[config.mk]
export PLATFORM = sky130hd
export DESIGN_NAME = mem_access_unit
export DESIGN_NICKNAME = d
export VERILOG_FILES = /design/src/rtl/mem_pkg.sv /design/src/rtl/mem_align.sv /design/src/rtl/mem_access_unit.sv
export SDC_FILE = /design/constraint.sdc
export NUM_CORES = 1
export LEC_CHECK = 0
export CAP_MARGIN = 10
export CORE_MARGIN = 5
export CORE_UTILIZATION = 51
export DETAILED_ROUTE_END_ITERATION = 8
export PLACE_DENSITY = 0.87
export SLEW_MARGIN = 20
export SYNTH_ARGS = -nofsm -noshare
export SYNTH_HDL_FRONTEND = slang
export SYNTH_HIERARCHICAL = 1
export SYNTH_SLANG_ARGS = --single-unit
[constraint.sdc]
create_clock -name clk -period 4.1 [get_ports clk]
set_input_delay 0.82 -clock clk [delete_from_list [all_inputs] [get_ports clk]]
set_output_delay 0.82 -clock clk [all_outputs]
set_load 0.05 [all_outputs]
[src/rtl/mem_pkg.sv]
// Shared types for the memory-stage access engine: access sizes, FSM states, alignment check.
// Latency: n/a (types and a combinational helper only).
// Backpressure: n/a.
package mem_pkg;

    typedef enum logic [2:0] {
        MSIZE_B = 3'd0,
        MSIZE_H = 3'd1,
        MSIZE_W = 3'd2,
        MSIZE_D = 3'd3
    } msize_t;

    typedef enum logic [1:0] {
        ST_IDLE = 2'd0,
        ST_REQ  = 2'd1,
        ST_HOLD = 2'd2
    } mau_state_t;

    // An access is misaligned when the address is not a multiple of its size,
    // or when the access is wider than the data bus.
    function automatic logic misaligned(
        input logic [2:0]  addr_lo,
        input logic [2:0]  size,
        input int unsigned data_w
    );
        logic [2:0] mask;
        case (size)
            MSIZE_B: mask = 3'b000;
            MSIZE_H: mask = 3'b001;
            MSIZE_W: mask = 3'b011;
            default: mask = 3'b111;
        endcase
        return ((addr_lo & mask) != 3'b000) || ((32'd8 << size) > data_w);
    endfunction

endpackage

[src/rtl/mem_align.sv]
// Byte-lane alignment: STORE=1 shifts store data into lanes and builds the strobe,
// STORE=0 extracts load data from its lane and sign/zero-extends it.
// Latency: purely combinational. Backpressure: none.
module mem_align
    import mem_pkg::*;
#(
    parameter int DATA_W = 64,
    parameter bit STORE  = 1'b0
) (
    input  logic [DATA_W-1:0]            data_i,
    input  logic [$clog2(DATA_W/8)-1:0]  off_i,
    input  logic [2:0]                   size_i,
    input  logic                         unsigned_i,
    output logic [DATA_W-1:0]            data_o,
    output logic [DATA_W/8-1:0]          strobe_o
);

    localparam int NB = DATA_W / 8;

    if (STORE) begin : g_store
        logic [2*NB-1:0] mask_w;
        logic [2*NB-1:0] mask_sh;
        logic            unused_store;

        assign unused_store = unsigned_i;

        // Byte mask of the access size, shifted to its lane; bytes that fall
        // past the top lane are dropped.
        always_comb begin
            mask_w = '0;
            for (int b = 0; b < NB; b++) begin
                mask_w[b] = (b < (1 << size_i));
            end
            mask_sh  = mask_w << off_i;
            strobe_o = mask_sh[NB-1:0];
            data_o   = data_i << {off_i, 3'b000};
        end
    end else begin : g_load
        logic [DATA_W-1:0] shifted;
        logic              sign_bit;

        // Bring the addressed bytes down to bit 0, then fill above the access
        // width with the sign bit or zeros; full-bus accesses pass unchanged.
        always_comb begin
            shifted = data_i >> {off_i, 3'b000};
            case (size_i)
                MSIZE_B: sign_bit = shifted[7];
                MSIZE_H: sign_bit = shifted[15];
                MSIZE_W: sign_bit = shifted[31];
                default: sign_bit = shifted[DATA_W-1];
            endcase
            data_o = '0;
            for (int i = 0; i < DATA_W; i++) begin
                if (i < (8 << size_i)) begin
                    data_o[i] = shifted[i];
                end else begin
                    data_o[i] = sign_bit & ~unsigned_i;
                end
            end
            strobe_o = '0;
        end
    end

endmodule

[src/rtl/mem_access_unit.sv]
// Memory-stage dbus engine: latches one load/store, holds a frozen request until data_ok, buffers the aligned result.
// Latency: accept at cycle 0, request from cycle 1, result one cycle after data_ok (minimum 2). Optional MEM_MISALIGN_TRAP_EN.
// Backpressure: in_ready only in IDLE or when HOLD retires (out_ready); result held stable until out_ready.
module mem_access_unit
    import mem_pkg::*;
#(
    parameter int DATA_W = 64,
    parameter int ADDR_W = 64
) (
    input  logic                 clk,
    input  logic                 reset,
    input  logic                 in_valid,
    output logic                 in_ready,
    input  logic [ADDR_W-1:0]    in_addr,
    input  logic [DATA_W-1:0]    in_wdata,
    input  logic [2:0]           in_size,
    input  logic                 in_write,
    input  logic                 in_unsigned,
    output logic                 dreq_valid,
    output logic [ADDR_W-1:0]    dreq_addr,
    output logic [2:0]           dreq_size,
    output logic [DATA_W/8-1:0]  dreq_strobe,
    output logic [DATA_W-1:0]    dreq_data,
    input  logic                 dresp_data_ok,
    input  logic [DATA_W-1:0]    dresp_data,
    output logic                 out_valid,
    input  logic                 out_ready,
    output logic [DATA_W-1:0]    out_rdata,
    output logic                 out_misalign,
    output logic                 busy
);

    localparam int OFF_W = $clog2(DATA_W / 8);
    localparam int NB    = DATA_W / 8;

    mau_state_t          state_q,        state_d;
    logic [ADDR_W-1:0]   dreq_addr_q,    dreq_addr_d;
    logic [2:0]          dreq_size_q,    dreq_size_d;
    logic [NB-1:0]       dreq_strobe_q,  dreq_strobe_d;
    logic [DATA_W-1:0]   dreq_data_q,    dreq_data_d;
    logic                write_q,        write_d;
    logic                unsigned_q,     unsigned_d;
    logic [DATA_W-1:0]   out_rdata_q,    out_rdata_d;
    logic                out_misalign_q, out_misalign_d;

    logic                accept;
    logic                acc_mis;
    logic [DATA_W-1:0]   st_data;
    logic [NB-1:0]       st_strobe;
    logic [DATA_W-1:0]   ld_data;
    logic [NB-1:0]       ld_strobe_unused;

    assign in_ready = (state_q == ST_IDLE) || ((state_q == ST_HOLD) && out_ready);
    assign accept   = in_valid && in_ready;
    assign acc_mis  = misaligned(in_addr[2:0], in_size, DATA_W);

    mem_align #(.DATA_W(DATA_W), .STORE(1'b1)) u_store_align (
        .data_i     (in_wdata),
        .off_i      (in_addr[OFF_W-1:0]),
        .size_i     (in_size),
        .unsigned_i (1'b0),
        .data_o     (st_data),
        .strobe_o   (st_strobe)
    );

    // The load path works on the frozen request so it lines up with the response.
    mem_align #(.DATA_W(DATA_W), .STORE(1'b0)) u_load_align (
        .data_i     (dresp_data),
        .off_i      (dreq_addr_q[OFF_W-1:0]),
        .size_i     (dreq_size_q),
        .unsigned_i (unsigned_q),
        .data_o     (ld_data),
        .strobe_o   (ld_strobe_unused)
    );

    // Next-state and datapath capture; request fields change only on accept,
    // the result only on data_ok in REQ (or a trapped accept).
    always_comb begin
        state_d        = state_q;
        dreq_addr_d    = dreq_addr_q;
        dreq_size_d    = dreq_size_q;
        dreq_strobe_d  = dreq_strobe_q;
        dreq_data_d    = dreq_data_q;
        write_d        = write_q;
        unsigned_d     = unsigned_q;
        out_rdata_d    = out_rdata_q;
        out_misalign_d = out_misalign_q;

        case (state_q)
            ST_IDLE: begin
                if (accept) begin
                    state_d = ST_REQ;
                end
            end
            ST_REQ: begin
                if (dresp_data_ok) begin
                    state_d     = ST_HOLD;
                    out_rdata_d = write_q ? '0 : ld_data;
                end
            end
            ST_HOLD: begin
                if (accept) begin
                    state_d = ST_REQ;
                end else if (out_ready) begin
                    state_d = ST_IDLE;
                end
            end
            default: state_d = ST_IDLE;
        endcase

        if (accept) begin
            dreq_addr_d    = in_addr;
            dreq_size_d    = in_size;
            dreq_strobe_d  = in_write ? st_strobe : '0;
            dreq_data_d    = in_write ? st_data : '0;
            write_d        = in_write;
            unsigned_d     = in_unsigned;
            out_misalign_d = acc_mis;
`ifdef MEM_MISALIGN_TRAP_EN
            // Trapped accesses never reach the bus; report straight away.
            if (acc_mis) begin
                state_d     = ST_HOLD;
                out_rdata_d = '0;
            end
`endif
        end
    end

    // State and datapath registers; reset drops any in-flight transaction.
    always_ff @(posedge clk or negedge reset) begin
        if (!reset) begin
            state_q        <= ST_IDLE;
            dreq_addr_q    <= '0;
            dreq_size_q    <= '0;
            dreq_strobe_q  <= '0;
            dreq_data_q    <= '0;
            write_q        <= 1'b0;
            unsigned_q     <= 1'b0;
            out_rdata_q    <= '0;
            out_misalign_q <= 1'b0;
        end else begin
            state_q        <= state_d;
            dreq_addr_q    <= dreq_addr_d;
            dreq_size_q    <= dreq_size_d;
            dreq_strobe_q  <= dreq_strobe_d;
            dreq_data_q    <= dreq_data_d;
            write_q        <= write_d;
            unsigned_q     <= unsigned_d;
            out_rdata_q    <= out_rdata_d;
            out_misalign_q <= out_misalign_d;
        end
    end

    assign dreq_valid   = (state_q == ST_REQ);
    assign dreq_addr    = dreq_addr_q;
    assign dreq_size    = dreq_size_q;
    assign dreq_strobe  = dreq_strobe_q;
    assign dreq_data    = dreq_data_q;
    assign out_valid    = (state_q == ST_HOLD);
    assign out_rdata    = out_rdata_q;
    assign out_misalign = out_misalign_q;
    assign busy         = (state_q != ST_IDLE);

endmodule

== Word-level counts from Yosys, hierarchy flattened ==
Index checks and enable logic that the tools add are counted.
Cells by class
  $lt $le $gt $ge: 73
  equal/unequal tests: 9
  shift-type cells: 6
  multiplexer cells: 74
  bitwise gates (word level): 3
  reduce and logical (&&, ||, !) cells: 11
Operator list (count)
  $lt A7 B32 Y1 const A: 32
  $lt A6 B32 Y1 const A: 16
  $lt A4 B32 Y1 const A: 8
  $lt A5 B32 Y1 const A: 8
  $lt A3 B32 Y1 const A: 4
  $mux W64: 2
  $lt A1 B32 Y1 const A: 2
  $lt A2 B32 Y1 const A: 2
  $mux W1: 64
  $shl A4 B3 Y32 const A: 2
  $shl A64 B6 Y64: 1
  $shr A64 B6 Y64: 1
  $gt A32 B7 Y1 const B: 1
  $shl A1 B3 Y32 const A: 1
  $pmux W3 S3: 1
  $mux W2: 4
  $mux W8: 1
  $shl A8 B3 Y8: 1
  $eq A3 B1 Y1 const B: 2
  $eq A3 B2 Y1 const B: 2
  $logic_not A3 Y1: 2
  $pmux W2 S3: 1
  $and A3 B3 Y3: 1
  $ne A3 B1 Y1 const B: 1
  14 further kinds: 16
Word-level totals
  bits in registers: 208
  bits of input ports: 202
  output and inout bits: 208

== Depth between registers and ports, before layout ==
Gate-level depths: netlist of the first run.
  depth after elaboration: 6
  mapped depth: 11
  gate-level depth less buffers: 7

== Hierarchy ==
The synthesis of the first run kept the hierarchy.
By module, submodules not included
  mem_access_unit: times used 1, cells an instance 745, area an instance 8549.4 um2, sequential area each 5205.0 um2
  mem_align at u_load_align: times used 1, cells an instance 316, area an instance 2289.7 um2, sequential area each 0.0 um2
  mem_align at u_store_align: times used 1, cells an instance 254, area an instance 1775.5 um2, sequential area each 0.0 um2

== Least setup slack after synthesis of the first run ==
OpenSTA, ideal clock, no wires.
  path kind: in2out
  start: input port out_ready
  end: output port in_ready
  arrival time: 1.657 ns
  data required time: 3.280 ns
  path slack: 1.623 ns
  stages: 2
  buffers on the path: 0
  cell sequence: inv_1 > a21oi_1
On the way
  word-level cells in the longest chain between the ends: 2
RTL lines
  start: declaration: RTL line mem_access_unit.sv:27  | input logic out_ready,
  $logic_and A1 B1 Y1: RTL line mem_access_unit.sv:53  | assign in_ready = (state_q == ST_IDLE) || ((state_q == ST_HOLD) && out_ready);
  $logic_or A1 B1 Y1: RTL line mem_access_unit.sv:53
  end: declaration: RTL line mem_access_unit.sv:13  | output logic in_ready,
Every way passes these cells.

== Final worst setup path of the first run ==
  start: register dreq_addr_q[2] (netlist: dreq_addr[2])
  end: output port dreq_addr[2]
RTL lines
  start: declaration: RTL line mem_access_unit.sv:37  | logic [ADDR_W-1:0] dreq_addr_q, dreq_addr_d;
  start signal: assignment: RTL line mem_access_unit.sv:143  | dreq_addr_q <= dreq_addr_d;
  end: declaration: RTL line mem_access_unit.sv:20  | output logic [ADDR_W-1:0] dreq_addr,
No word-level cell between the ends.

==> results of run 1 <==
==> worst register-to-register path, delay by kind of cell (launching register included) <==
family | cells | cell delay, ns
AOI/OAI and AO/OA | 3 | 0.50
buffers and inverters | 3 | 0.87
DFF | 1 | 1.01
and+or+nand+nor | 3 | 0.66
==> area by class of cell <==
type	instances	area, sq um	share of cell area, %
Antenna cell	2	5.00	0.0285
Clock inverter	12	155	0.885
Timing Repair Buffer	430	4290	24.5
Multi-Input combinational cell	909	6490	37.0
Clock buffer	31	677	3.86
Sequential cell	208	5210	29.7
Tap cell	324	405	2.31
Inverter	80	300	1.71
==> metal layers <==
metal	GRT usage, %	share of wire (%)	up-vias
li1	-	-	5216
met1	38.3	36	5625
met2	51.9	48	755
met3	8.13	10	121
met4	13.3	4.7	6
met5	0	0.071	-
==> registers in the layout (all words and copies together), names as in the netlist <==
| name | cells |
|---|---|
| dreq_addr | 64 |
| dreq_data | 64 |
| dreq_size | 3 |
| dreq_strobe | 8 |
| out_misalign | 1 |
| out_rdata | 64 |
| state_q | 2 |
| unsigned_q | 1 |
| write_q | 1 |
==> worst paths after layout <==
kind / start / endpoint / slack (ns) / cells past startpoint
worst max-delay path: dreq_addr[2]$_DFFE_PN0N_ / dreq_addr[2] / 0.70 / 1
min in group clk: out_rdata[16]$_DFFE_PN0P_ / out_rdata[16]$_DFFE_PN0P_ / 0.48 / 2
worst max register to register: dreq_addr[2]$_DFFE_PN0N_ / out_rdata[20]$_DFFE_PN0P_ / 0.91 / 9
worst min register to register: out_rdata[16]$_DFFE_PN0P_ / out_rdata[16]$_DFFE_PN0P_ / 0.48 / 2
max in group asynchronous: reset / dreq_strobe[0]$_DFFE_PN0N_ / 2.69 / 2
worst min-delay path: reset / dreq_data[24]$_DFFE_PN0N_ / 0.33 / 1
==> cell usage in the layout, fill, tap and decap left out, types with 36 or more instances in the layout <==
cell	count
nand2b_1	80
mux2i_1	124
clkdlybuf4s50_1	404
nand2_1	212
a21oi_1	42
dfrtp_1	205
inv_1	79
o21ai_0	95
nor2_1	36
mux2_2	97
==> metrics by stage <==
step	power, uW	cells	util [%]	hold WS (ns)
after floorplan	8920	1305	-	0.524
after global placement	11600	1951	68.8	0.460
after detailed placement	11700	1951	68.8	0.470
after CTS	14000	1994	72.3	0.380
after global routing	14600	1996	72.3	0.405
final	14000	1996	72.3	0.333
==> report_power, final <==
group          leakage [uW]  total (uW)  internal, uW  switching [uW]
sequential          0.00266        3620          2840             777
clock              0.000413        2260          1360             899
combinational       0.00443        8150          2980            5170
==> key figures, run 1 <==
STA
  • Worst Setup Slack, final: 0.703 ns
  • Final Hold Vio Count: 0
  • Final min period: roughly 3.4 ns
  • Final period utilization: 82.8%
  • Slew margin rel.: between 20% and 30%
  • Pins over their slew limit: 0
  • RSZ-0062 raised after global routing: false
  • Tightest Pin Transition: 1.12 ns
  • Setup TNS: 0 ns
  • Clk_skew: between 0.01 and 0.015 ns
  • Setup violations, final: 0
  • Fmax: 294 MHz

Worst setup path
  • Crit path DAT: between 2 and 3 ns
  • Crit path cell chain: clkdlybuf4s50_1
  • Worst EP required: 3.28 ns
  • CP startpoint kind: flop
  • Critical Path Sink Type: output port
  • Slowest cell on the critical path: clkdlybuf4s50_1
  • Worst path max stage delay: around 1.1 ns
  • Worst setup path class: reg2out
  • Crit Path Max Fanout: 28
  • Crit path max-delay family: buffers and inverters
  • CP bufs+invs: 1

Cells and area
  • Fillers: 1757
  • Share of layout cells above drive strength 1: 12.9%
  • Area added between synthesis and finish: 39.7%
  • Design area: 17500 sq um
  • NumNets Final: 1855

Route
  • Via count: around 12000
  • DR vias/cell: 5.87
  • Routed WL: around 45 mm
  • Antenna viol nets, final: 0
  • Routed WL per cell: 22.6 um
  • DRC violations left: 0
  • DRT iter0 DRCs: between 1000 and 1500
  • Router iterations before antenna repair: 6

Run status
  • Status: finished, final reports clean

Global route
  • Initial antenna violation count: 5
  • Global route overflow: 0
  • Vias in the first global route: 11700
  • First-pass GRT wire length: 69.2 mm
  • Overall routing resource usage: 31.1%
  • Largest net degree at the start of global routing: ~130

Clocking
  • Post-CTS setup buffer count: 0
  • TritonCTS clock tree: yes
  • Skew-Pair Late Insertion Delay: ~0.52 ns
  • # H-tree levels: 1
  • Clk root buf: clkbuf_16
  • Cts hold-fix bufs: 0
  • Clock-pin slew on the worst setup and hold paths: around 0.060 ns
  • Clk sinks: 208
  • Post_cts resized: 0
  • Longest Clk Path Bufs: 3
  • Total CTS buffers: 24

Synth
  • Synth warn: 6
  • Post-synthesis instance total: 1305
  • Syn Std Cell Area: 12500 sq um
  • Mapped Avg Cell Area: 9.61 sq um
  • Syn_nets: ~1500

Die
  • Row count: 57
  • Core ar.: 24200 sq um
  • Die Ht: between 150 and 200 um
  • Die W: 167 um
  • Initial core utilization: 51.7%
  • Die Footprint: 27800 sq um
  • I/O pin count: between 400 and 500

Placement
  • Placed instance area: 16700 sq um
  • GPL Wtd Cong: 0.960
  • Pre-CTS WS: 0.848 ns
  • I/O Buffers: 409
  • Dpl hpwl: 32.8 mm

Min path
  • Path type of the worst min-delay path: in2async

Power
  • Pleak: 0.00750 uW
  • Peak VDD IR: 0.000526 V
  • Pwr Density: approximately 800 nW/um^2

Flow run
  • Max-Cap Viols: 0
Power figures use the tool's default switching activity.
==> inputs of run 2 (changes only) <==
Settings changed: CORE_UTILIZATION 51 to 43, PLACE_DENSITY 0.87 to 0.78.
Clock period 4.1 ns to 2.9 ns, I/O delays scaled along.
==> run 2 against run 1 <==
  * Sequential power increased by 33%
  * Die area grew 17%
  * Final cell count up 4.1%
  * Hold slack worse by 0.26 ns
  * Clock skew rose by 0.0020 ns
  * Critical path depth grew 1
  * Global-route usage is 4.9 points lower
  * Total power grew 43%
  * First-iteration DRC count fell by 23%
  * Non-clock buffer count is 21 higher
  * Critical path type unchanged
==> key figures, run 2 (synthesis results as in run 1) <==
Die
  • Die Footprint: 32700 sq um (+17%)
  • Row count: 62 (+8.8%)
  • I/O pin count: 410 (unchanged)
  • Die Ht: 181 um (+8.4%)
  • Initial core utilization: 43.6% (-8.1 points)
  • Core ar.: 28800 sq um (+19%)
  • Die W: 181 um (+8.4%)

Route
  • Antenna viol nets, final: 0 (unchanged)
  • Routed WL per cell: 21.5 um (-4.6%)
  • DR vias/cell: 5.56 (-5.3%)
  • Routed WL: 44.7 mm (-0.70%)
  • DRC violations left: 0 (unchanged)
  • Router iterations before antenna repair: 5 (-1)
  • Via count: 11600 (-1.4%)
  • DRT iter0 DRCs: 1062 (-23%)

Clocking
  • # H-tree levels: 1 (unchanged)
  • Post-CTS setup buffer count: 0 (unchanged)
  • TritonCTS clock tree: yes
  • Longest Clk Path Bufs: 3 (unchanged)
  • Clk root buf: clkbuf_16
  • Post_cts resized: 0 (unchanged)
  • Clk sinks: 208 (unchanged)
  • Total CTS buffers: 25 (+4.2%)
  • Skew-Pair Late Insertion Delay: 0.54 ns (+0.02 ns)
  • Cts hold-fix bufs: 0 (unchanged)
  • Clock-pin slew on the worst setup and hold paths: 0.06 ns (about the same)

STA
  • Setup TNS: 0 ns (unchanged)
  • Fmax: 372 MHz
  • RSZ-0062 raised after global routing: false
  • Clk_skew: 0.0155 ns (+0.00195 ns)
  • Setup violations, final: 0 (unchanged)
  • Slew margin rel.: 46.2% (+21 points)
  • Final Hold Vio Count: 0 (unchanged)
  • Tightest Pin Transition: 0.806 ns (-0.313 ns)
  • Final min period: 2.69 ns
  • Worst Hold Slack: 0.0761 ns (-0.257 ns)
  • Final period utilization: 92.6%
  • Pins over their slew limit: 0 (unchanged)

Cells and area
  • Share of layout cells above drive strength 1: 14.1% (+1.2 points)
  • Most frequent cells in the layout: 402 x clkdlybuf4s50_1, 212 x nand2_1, 206 x dfrtp_1, 124 x mux2i_1, 97 x mux2_2
  • Area added between synthesis and finish: 42.4%
  • Multi-input logic area: 6490 sq um (about the same)
  • NumNets Final: 1877 (+1.2%)
  • Register Area: 5210 sq um (about the same)
  • Diodes inserted: 0 (-2)
  • Commonest non-fill, non-tap cell in the layout: clkdlybuf4s50_1
  • Fillers: 2401 (+37%)

Run status
  • Status: finished, final reports clean

Flow run
  • Max-Cap Viols: 0 (unchanged)

Global route
  • Initial antenna violation count: 1 (-4)
  • Global route overflow: 0 (unchanged)
  • Overall routing resource usage: 26.1% (-4.9 points)
  • First-pass GRT wire length: 69.0 mm (-0.32%)
  • Largest net degree at the start of global routing: 129 (unchanged)
  • Vias in the first global route: 11900 (+2.0%)

Worst setup path
  • Crit path DAT: 2.11 ns (-0.47 ns)
  • CP startpoint kind: flop
  • Worst setup path class: reg2out
  • Critical Path Sink Type: output port
  • Crit path max-delay family: buffers and inverters
  • FF-to-FF setup slack: 0.48 ns (-0.43 ns)
  • CP bufs+invs: 1 (unchanged)
  • Crit Path Max Fanout: 6 (-79%)
  • Crit path cell chain: nor2b_1 -> clkdlybuf4s50_1
  • Worst EP required: 2.32 ns (-0.96 ns)
  • Slowest cell on the critical path: clkdlybuf4s50_1
  • Worst path max stage delay: 0.87 ns (-0.18 ns)

Power
  • Pleak: 0.00765 uW (+2.0%)
  • Pwr Density: 1120 nW/um^2 (+40%)
  • Peak VDD IR: 0.000572 V (+8.8%)

Placement
  • I/O Buffers: 409 (unchanged)
  • Dpl hpwl: 33.0 mm (+0.83%)
  • GPL Wtd Cong: 0.989 (+3.0%)

Min path
  • Path type of the worst min-delay path: in2async
[run 2: changes by cell type in the layout (fill, tap and decap cells not counted), moves of 2 or more]
cell             before  now
clkdlybuf4s50_1     404  402
diode_2               2    0
clkinv_2              6    4
buf_4                18   36
buf_12                4    9
clkbuf_8              5    7
clkinvlp_4            1    3
[run 2: routing by layer]
metal	GRT usage, %	share of wire [%]
met5	0	0
met4	11.1	4.9
met3	6.74	9.1
met2	44.8	49
met1	31.2	37
[run 2: final timing paths]
| check | start | to | cells after the start |
|---|---|---|---|
| max reg2reg | dreq_size[1]$_DFFE_PN0N_ | out_rdata[59]$_DFFE_PN0P_ | 8 |
| max | state_q[0]$_DFFE_PN0P_ | dreq_valid | 2 |
| min | reset | out_rdata[38]$_DFFE_PN0P_ | 1 |
| max in group asynchronous | reset | dreq_addr[52]$_DFFE_PN0N_ | 2 |
| min in group clk | out_rdata[5]$_DFFE_PN0P_ | out_rdata[5]$_DFFE_PN0P_ | 2 |
| min reg2reg | out_rdata[5]$_DFFE_PN0P_ | out_rdata[5]$_DFFE_PN0P_ | 2 |
[run 2: worst reg2reg max path, stage by stage, from the launching register on]
cell and delay (ns):
dfrtp_1 0.44, or3_1 0.57, a21oi_2 0.16, nand4_1 0.10, a2111o_1 0.46, buf_12 0.21, nand3_2 0.13, nand2b_1 0.06
o21ai_0 0.20
[run 2: layout make-up]
cell class                 instances  area share [%]
multi-input combinational        909            36.3
sequential                       208            29.2
inverter                          80            1.68
timing repair buffer             451            25.2
clock inverter                    12           0.904
tap                              384            2.69
clock buffer                      34            4.03
[run 2: per-stage QoR]
step / cells / setup WS (ns) / util, % / instance area (sq um) / total power (uW)
final: 2078 / 0.215 / 62.1 / 17900 / 20000
after global routing: 2078 / 0.136 / 62.1 / 17900 / 20900
after CTS: 2078 / 0.188 / 62.1 / 17900 / 20100
after detailed placement: 2032 / 0.234 / 59.0 / 17000 / 16700
after global placement: 2032 / 0.319 / 59.0 / 17000 / 16500
after floorplan: 1305 / 0.497 / - / 12500 / 12600
[run 2: where the power goes]
group	internal, uW	switching, uW
Combinational	4320	7530
Clock	2020	1320
Sequential	4020	798
Total	10400	9640
==> inputs of run 3 (changes only) <==
Settings changed: CORE_MARGIN 5 to unset.
==> run 3 against run 2 <==
  * Total power decreased by 1.8%
  * Combinational power about the same
  * Clock skew decreased by 0.0064 ns
  * Final area decreased by 0.52%
  * Largest power group unchanged
  * First-iteration DRC count increased by 1.5%
  * Global-route usage increased by 2.5 points
  * Largest cell class unchanged
  * Highest routed layer unchanged
==> key figures, run 3 (synthesis results as in run 1) <==
Global route
  • Global route overflow: 0 (unchanged)
  • First-pass GRT wire length: 67.3 mm (-2.5%)
  • Largest net degree at the start of global routing: 129 (unchanged)
  • Vias in the first global route: 11600 (-3.0%)
  • Overall routing resource usage: 28.6% (+2.5 points)
  • Initial antenna violation count: 0 (-1)

Worst setup path
  • Critical Path Sink Type: output port
  • Worst EP required: 2.32 ns (about the same)
  • Worst setup path class: reg2out
  • CP startpoint kind: flop
  • Crit path DAT: 2.10 ns (about the same)
  • Crit Path Max Fanout: 6 (unchanged)

Placement
  • Dpl hpwl: 31.5 mm (-4.5%)
  • I/O Buffers: 409 (unchanged)
  • GPL Wtd Cong: 0.955 (-3.4%)
  • Pre-CTS WS: 0.187 ns (-0.0461 ns)

STA
  • Pins over their slew limit: 0 (unchanged)
  • Setup violations, final: 0 (unchanged)
  • Final Hold Vio Count: 0 (unchanged)
  • Tightest Pin Transition: 1.17 ns (+0.364 ns)
  • Setup TNS: 0 ns (unchanged)
  • RSZ-0062 raised after global routing: false
  • Worst Setup Slack, final: 0.217 ns (+0.00224 ns)
  • Final period utilization: 92.5% (about the same)
  • Fmax: 373 MHz (about the same)
  • Slew margin rel.: 21.7% (-25 points)
  • Final min period: 2.68 ns (-0.00224 ns)
  • Clk_skew: 0.00918 ns (-0.00636 ns)

Clocking
  • Cts hold-fix bufs: 0 (unchanged)
  • Clock-pin slew on the worst setup and hold paths: 0.06 ns (about the same)
  • Post_cts resized: 0 (unchanged)
  • Skew-Pair Late Insertion Delay: 0.52 ns (-0.02 ns)
  • Longest Clk Path Bufs: 3 (unchanged)
  • # H-tree levels: 1 (unchanged)
  • Clk sinks: 208 (unchanged)
  • Post-CTS setup buffer count: 0 (unchanged)
  • TritonCTS clock tree: yes
  • Clk root buf: clkbuf_16
  • Total CTS buffers: 25 (unchanged)

Die
  • Initial core utilization: 43.7% (+0.12 points)
  • I/O pin count: 410 (unchanged)
  • Die Footprint: 29900 sq um (-8.7%)
  • Die W: 173 um (-4.4%)
  • Row count: 62 (unchanged)
  • Core ar.: 28700 sq um (-0.27%)
  • Die Ht: 173 um (-4.4%)

Route
  • DRC violations left: 0 (unchanged)
  • Routed WL per cell: 21.0 um (-2.5%)
  • Router iterations before antenna repair: 5 (unchanged)
  • Via count: 11500 (-0.31%)
  • DRT iter0 DRCs: 1078 (+1.5%)
  • DR vias/cell: 5.55 (-0.17%)
  • Routed WL: 43.5 mm (-2.7%)
  • Antenna viol nets, final: 0 (unchanged)

Cells and area
  • Share of layout cells above drive strength 1: 13.7% (-0.39 points)
  • Multi-input logic area: 6480 sq um (about the same)
  • Most frequent cells in the layout: 403 x clkdlybuf4s50_1, 212 x nand2_1, 206 x dfrtp_1, 124 x mux2i_1, 97 x mux2_2
  • Area added between synthesis and finish: 41.6%
  • NumNets Final: 1877 (unchanged)
  • Fillers: 2390 (-0.46%)
  • Commonest non-fill, non-tap cell in the layout: clkdlybuf4s50_1
  • Diodes inserted: 0 (unchanged)
  • Register Area: 5210 sq um (unchanged)

Min path
  • Path type of the worst min-delay path: in2async

Power
  • Peak VDD IR: 0.000587 V (+2.6%)
  • NetSw: 9540 uW (-1.0%)
  • Net Sw Frac: 48.6% (+0.38 points)
  • Reg power frac: 25.0% (+0.9 points)
  • Power share of the clock group: 15.4% (-1.3 points)
  • Pleak: 0.00762 uW (-0.45%)
  • Cell-internal power: 10100 uW (-2.6%)
  • Combinational share of power: 59.6% (+0.4 points)
  • Pwr Density: 1110 nW/um^2 (-1.3%)

Flow run
  • Max-Cap Viols: 0 (unchanged)

Run status
  • Status: finished, final reports clean
==> run 3: power groups by stage <==
stage | combinational [uW] | clock, uW | sequential (uW)
after CTS | 11700 | 3090 | 4890
after global placement | 11500 | 0 | 4880
after detailed placement | 11600 | 0 | 4920
after floorplan | 4120 | 0 | 8490
final | 11700 | 3030 | 4900
after global routing | 12300 | 3210 | 5060
==> run 3: path summary, 6_finish.rpt <==
check                                               from                        end  slack [ns]  cells after the start
max in group asynchronous                          reset  dreq_data[54]$_DFFE_PN0N_        2.07                      2
min in group clk                out_rdata[5]$_DFFE_PN0P_   out_rdata[5]$_DFFE_PN0P_        0.48                      2
worst max-delay path              state_q[0]$_DFFE_PN0P_                 dreq_valid        0.22                      2
worst min register to register  out_rdata[5]$_DFFE_PN0P_   out_rdata[5]$_DFFE_PN0P_        0.48                      2
worst max register to register  dreq_size[1]$_DFFE_PN0N_  out_rdata[63]$_DFFE_PN0P_        0.44                      8
worst min-delay path                               reset  dreq_addr[46]$_DFFE_PN0N_        0.09                      1
==> run 3: through the flow <==
stage                     hold WS [ns]  area, sq um  util [%]  total power [uW]  cells
after CTS                       0.0967        17800      61.9             19700   2075
final                           0.0879        17800      61.9             19600   2075
after detailed placement         0.470        17000      59.2             16600   2032
after global routing             0.124        17800      61.9             20500   2075
after floorplan                  0.284        12500         -             12600   1305
after global placement           0.463        17000      59.2             16400   2032
==> run 3: final cells by class <==
cell class / instances / share of cell area, %
Clock buffer: 34 / 3.94
Clock inverter: 9 / 0.415
Inverter: 80 / 1.69
Multi-Input combinational cell: 909 / 36.5
Sequential cell: 208 / 29.3
Tap cell: 384 / 2.70
Timing Repair Buffer: 451 / 25.4
==> run 3: per-layer routing <==
| metal | global-route usage [%] | share of wire (%) | vias up |
|---|---|---|---|
| met2 | 49.0 | 48 | 598 |
| li1 | - | - | 5238 |
| met3 | 6.64 | 9.2 | 102 |
| met4 | 11.6 | 4.2 | 0 |
| met5 | 0 | 0 | - |
| met1 | 34.8 | 38 | 5580 |
==> run 3: critical path: stages (launching register included) <==
cell and delay (ns):
dfrtp_1 0.47, nor2b_1 0.25, clkdlybuf4s50_1 0.87
